**src/rtl/pes_seq_gen_ml_fsm.sv**
```systemverilog
// Serial pattern transmitter: shifts a loaded word out MSB-first for a programmable number of passes.
// Optional SEQ_GEN_GAP_EN inserts GAP_CYCLES idle cycles between passes.
module pes_seq_gen_ml_fsm #(
  parameter  int WIDTH      = 8,
  parameter  int REP_W      = 4,
  parameter  int GAP_CYCLES = 2,
  localparam int LEN_W      = $clog2(WIDTH + 1)
) (
  input  logic             clock,
  input  logic             reset,
  input  logic             load_valid,
  output logic             load_ready,
  input  logic [WIDTH-1:0] load_data,
  input  logic [LEN_W-1:0] load_len,
  input  logic [REP_W-1:0] load_repeat,
  input  logic             abort,
  output logic             sequence_out,
  output logic             sequence_valid,
  output logic             busy,
  output logic             done
);

  typedef enum logic [1:0] {
    IDLE  = 2'b00,
    SHIFT = 2'b01,
    GAP   = 2'b10
  } state_t;

  localparam logic [LEN_W-1:0] WIDTH_L = LEN_W'(WIDTH);
  localparam logic [LEN_W-1:0] ONE_L   = LEN_W'(1);

  // A zero gap length is meaningless; such a configuration elaborates this empty marker block.
  if (GAP_CYCLES < 1) begin : g_gap_cycles_out_of_range
  end

  state_t            state_reg;
  logic [WIDTH-1:0]  shreg_reg;
  logic [WIDTH-1:0]  pattern_reg;
  logic [LEN_W-1:0]  len_reg;
  logic [LEN_W-1:0]  bit_cnt_reg;
  logic [REP_W-1:0]  pass_cnt_reg;
  logic              load_ready_reg;
  logic              out_reg;
  logic              valid_reg;
  logic              busy_reg;
  logic              done_reg;

`ifdef SEQ_GEN_GAP_EN
  localparam int               GAP_W    = $clog2(GAP_CYCLES + 1);
  localparam logic [GAP_W-1:0] GAP_LOAD = GAP_W'(GAP_CYCLES - 1);
  logic [GAP_W-1:0] gap_cnt_reg;
`endif

  logic [LEN_W-1:0] eff_len_next;
  logic [LEN_W-1:0] shift_amt_next;
  logic [WIDTH-1:0] aligned_next;

  // The pattern is left-aligned so the bit on the wire is always the register MSB.
  always_comb begin
    eff_len_next = load_len;
    if (load_len == '0 || load_len > WIDTH_L) begin
      eff_len_next = WIDTH_L;
    end
    shift_amt_next = WIDTH_L - eff_len_next;
    aligned_next   = load_data << shift_amt_next;
  end

  always_ff @(posedge clock) begin
    if (reset) begin
      state_reg      <= IDLE;
      shreg_reg      <= '0;
      pattern_reg    <= '0;
      len_reg        <= '0;
      bit_cnt_reg    <= '0;
      pass_cnt_reg   <= '0;
      load_ready_reg <= 1'b1;
      out_reg        <= 1'b0;
      valid_reg      <= 1'b0;
      busy_reg       <= 1'b0;
      done_reg       <= 1'b0;
`ifdef SEQ_GEN_GAP_EN
      gap_cnt_reg    <= '0;
`endif
    end else begin
      case (state_reg)
        IDLE: begin
          done_reg <= 1'b0;
          if (load_valid && load_ready_reg) begin
            state_reg      <= SHIFT;
            pattern_reg    <= aligned_next;
            shreg_reg      <= aligned_next;
            len_reg        <= eff_len_next;
            bit_cnt_reg    <= eff_len_next;
            pass_cnt_reg   <= load_repeat;
            out_reg        <= aligned_next[WIDTH-1];
            valid_reg      <= 1'b1;
            busy_reg       <= 1'b1;
            load_ready_reg <= 1'b0;
          end
        end

        SHIFT: begin
          if (abort) begin
            state_reg      <= IDLE;
            out_reg        <= 1'b0;
            valid_reg      <= 1'b0;
            busy_reg       <= 1'b0;
            done_reg       <= 1'b0;
            load_ready_reg <= 1'b1;
          end else if (bit_cnt_reg != ONE_L) begin
            shreg_reg   <= shreg_reg << 1;
            out_reg     <= shreg_reg[WIDTH-2];
            bit_cnt_reg <= bit_cnt_reg - ONE_L;
          end else if (pass_cnt_reg != '0) begin
            pass_cnt_reg <= pass_cnt_reg - 1'b1;
`ifdef SEQ_GEN_GAP_EN
            state_reg   <= GAP;
            gap_cnt_reg <= GAP_LOAD;
            out_reg     <= 1'b0;
            valid_reg   <= 1'b0;
`else
            shreg_reg   <= pattern_reg;
            out_reg     <= pattern_reg[WIDTH-1];
            bit_cnt_reg <= len_reg;
`endif
          end else begin
            state_reg      <= IDLE;
            out_reg        <= 1'b0;
            valid_reg      <= 1'b0;
            busy_reg       <= 1'b0;
            done_reg       <= 1'b1;
            load_ready_reg <= 1'b1;
          end
        end

`ifdef SEQ_GEN_GAP_EN
        GAP: begin
          if (abort) begin
            state_reg      <= IDLE;
            out_reg        <= 1'b0;
            valid_reg      <= 1'b0;
            busy_reg       <= 1'b0;
            done_reg       <= 1'b0;
            load_ready_reg <= 1'b1;
          end else if (gap_cnt_reg == '0) begin
            state_reg   <= SHIFT;
            shreg_reg   <= pattern_reg;
            out_reg     <= pattern_reg[WIDTH-1];
            bit_cnt_reg <= len_reg;
            valid_reg   <= 1'b1;
          end else begin
            gap_cnt_reg <= gap_cnt_reg - 1'b1;
          end
        end
`endif

        // Unused encodings (and GAP when it is not built) fall back to a clean IDLE.
        default: begin
          state_reg      <= IDLE;
          out_reg        <= 1'b0;
          valid_reg      <= 1'b0;
          busy_reg       <= 1'b0;
          done_reg       <= 1'b0;
          load_ready_reg <= 1'b1;
          bit_cnt_reg    <= '0;
          pass_cnt_reg   <= '0;
        end
      endcase
    end
  end

  assign load_ready     = load_ready_reg;
  assign sequence_out   = out_reg;
  assign sequence_valid = valid_reg;
  assign busy           = busy_reg;
  assign done           = done_reg;

endmodule
```
**config.mk**
```make
export PLATFORM = sky130hd
export DESIGN_NAME = pes_seq_gen_ml_fsm
export DESIGN_NICKNAME = d
export VERILOG_FILES = /design/src/rtl/pes_seq_gen_ml_fsm.sv
export SDC_FILE = /design/constraint.sdc
export NUM_CORES = 1
export LEC_CHECK = 0
export BUFFER_PORTS_ARGS = -buffer_cell sky130_fd_sc_hd__buf_2
export CAP_MARGIN = 5
export CORE_MARGIN = 10
export CORE_UTILIZATION = 55
export DETAILED_ROUTE_END_ITERATION = 8
export GPL_ROUTABILITY_DRIVEN = 1
export MAX_ROUTING_LAYER = met4
export PLACE_DENSITY_LB_ADDON = 0.15
export SLEW_MARGIN = 20
export SYNTH_ARGS = -nofsm -noshare
export SYNTH_HDL_FRONTEND = slang
export SYNTH_SLANG_ARGS = --single-unit
```
**constraint.sdc**
```tcl
create_clock -name clock -period 2.79 [get_ports clock]
set_input_delay 0.279 -clock clock [delete_from_list [all_inputs] [get_ports clock]]
set_output_delay 0.279 -clock clock [all_outputs]
set_load 0.03 [all_outputs]
```
==> results.yml <==
power_and_ir_drop:
  p_sw_mw: 0.3883
  internal_power_mw: 0.7298
  combPwrFrac: 0.302
  clock_power_share: 0.241
  p_leak_nw: 0.8573
  ir_drop_uv: 280.1
  p_per_area_mw_per_mm2: 511.8
  power_mw: 1.118
  p_seq_frac: 0.456
  swShare: 0.3473
placement:
  placed_area_mm2: 0.002128
  detailed_place_hpwl_um: 3719
  portBuffers: 24
  place_congestion: 0.9414
sta:
  slew-limit-headroom: 0.5644
  setup_viol: 0
  slew_violations: 0
  hold_violations: 0
  fin_crit_ns: 2.290
  rsz0062_at_grt: "no"
  clock_skew_ns: 0.007184
  tightestPinTransition_ns: 0.6534
  period_share: 0.8207
  fmax_mhz: 436.7
  tns_ns: 0
logic_synthesis:
  syn_inst: 254
  post-synth-top-count-cell: "nand2_1"
  synth.distinct_cells: 51
  synth.largest_area_cell: "dfxtp_1"
  synth_warnings: 0
  syn_avg_cell_area_um2: 7.872
  syn-num-nets: 278
  synth_top_cell_area_share: 0.3104
  async_flop_share: 0
  synth_flop_cell: "dfxtp_1"
  ys_seq_elements: 31
  yosys-top-cells-count: "32 x nand2_1, 31 x dfxtp_1, 31 x nor2_1, 21 x a21oi_1"
  syn-cell-area_mm2: 0.001999
  synth_edf_count: 0
  seq_area_frac_synth: 0.3104
  netlist_top_cells_area: "dfxtp_1 31%, nand2_1 6.0%, nor2_1 5.8%"
drt:
  drt_iter0_markers: 115
  met3_length_um: 261
  postRouteAntennaNets: 0
  drcViolationCount: 0
  wirelength_um: 5096
  post_drt_wl_per_cell_um: 15.97
  drt_first_pass_iters: 4
  via_per_inst: 6.044
  vias: 1928
  top_layer_used: "met4"
  wl_met2_um: 2250
  wl_met1_um: 2492
worst_setup_path:
  max_stage_delay_ns: 0.56
  cp-startpoint: "bit_cnt_reg[0]"
  cp_data_required_time_ns: 2.99
  critPathTopFamily: "compound AO/OA/AOI/OAI gates"
  path_buf_inv: 0
  rr_worst_depth: 6
  reg2reg_setup_slack_ns: 0.50
  startpoint_type: "flop"
  cp_num_cells: 6
  cp.arrival_ns: 2.49
  path_cells: "ha_1 -> or3b_1 -> o32ai_4 -> nor2_1 -> o21ai_0 -> o32ai_2"
  worstReg2RegStart: "bit_cnt_reg[0]"
  critical_path_class: "reg -> reg"
  cp_max_fo: 9
  end_kind: "flop"
  slowest_stage: "or3b_1"
floorplan:
  start_util: 0.5853
  fp.coreArea_mm2: 0.003416
  die-area_mm2: 0.006447
  io_pins: 25
  die_w_um: 80.30
  rows: 21
  die_h_um: 80.30
worst_hold_path:
  hold_path_depth: 2
  hold_path.class: "in -> reg"
  hold_start: "abort"
clocking:
  cts_tree: "yes"
  cts_setup_buffers: 0
  numCtsBuffers: 5
  cts_sinks: 31
  root_buffer: "clkbuf_4"
  cts.path.max_buffers: 2
  holdBufCountCts: 0
  clock_latency_ns: 0.33
  cts_max_level: 2
  postCtsResizedCells: 0
  clk_pin_slew_ns: 0.10
final_layout:
  fillers: 318
  drive_gt1_frac: 0.1795
  finalNetCount: 297
  areaGrowthSynthToFinish_pct: 9.262
  largest_reg_flops: 8
  finalInstanceArea_mm2: 0.002185
  antenna_cells: 0
global_route:
  grt_max_degree: 33
  grt_pass1_vias: 1768
  grt_overflow: 0
  grt_antenna_before_repair: 0
  grt_pass1_wl_um: 8259
  track_usage: 0.1627
outcome:
  outcome: "completed"
run:
  cap_violations: 0
==> logic make-up after synthesis <==
group	Yosys count	synth area share
adder cells (fa/ha/maj)	4	0.02503
multiplexers	12	0.06258
AO/OA/AOI/OAI	72	0.2766
XOR/XNOR	4	0.01752
buffers and inverters	27	0.06195
flip-flops	31	0.3104
AND/OR/NAND/NOR	104	0.2459
==> metal layers <==
metal / vias to the layer above / GRT usage
li1: 960 / -
met1: 904 / 0.2066
met2: 53 / 0.2440
met3: 11 / 0.04120
met4: 0 / 0.05634
met5: - / -
==> per-stage QoR <==
step / cells / utilization / hold WS (ns) / setup WS, ns
finish: 319 / 0.6396 / 0.1550 / 0.5001
global route: 319 / 0.6396 / 0.1522 / 0.3485
CTS: 319 / 0.6396 / 0.1496 / 0.4812
floorplan: 254 / - / 0.3577 / 0.6507
global placement: 312 / 0.6231 / 0.4454 / 0.4487
detailed placement: 312 / 0.6231 / 0.4493 / 0.3213
==> power by group through the flow <==
stage	clock network, mW	logic, mW	registers (mW)
global placement	0	0.331	0.519
global route	0.289	0.375	0.515
detailed placement	0	0.333	0.520
CTS	0.275	0.336	0.510
finish	0.270	0.338	0.510
floorplan	0	0.252	0.519
==> layout by cell type (no fill, tap or decap), types with 3 or more instances in the layout <==
cell type   n
nand2b_1    5
xnor2_1     4
o211ai_1    3
a21oi_1    21
o21bai_1    3
mux2_2      4
dfxtp_1    31
nor3_1     10
buf_2      24
or3b_1      3
o21ai_0     9
nor2b_1     5
nand3_1     9
inv_1       9
mux2i_1     8
ha_1        4
buf_4       5
nor2_1     31
nand2_1    32
clkbuf_4    5
a211oi_1   10
==> area by class of cell <==
class                           count  area (um2)  area share
Inverter                           10       37.54     0.01718
Clock buffer                        6       51.30     0.02348
Multi-Input combinational cell    196        1255      0.5745
Tap cell                           46       57.56     0.02635
Clock inverter                      1       5.005    0.002291
Sequential cell                    31       620.6      0.2841
Timing Repair Buffer               29       157.7     0.07216
==> path summary, 6_finish.rpt <==
check,to
max,shreg_reg[3]
max reg2reg,shreg_reg[3]
min reg2reg,pattern_reg[0]
min,done
(Power assumes the default switching activity.)
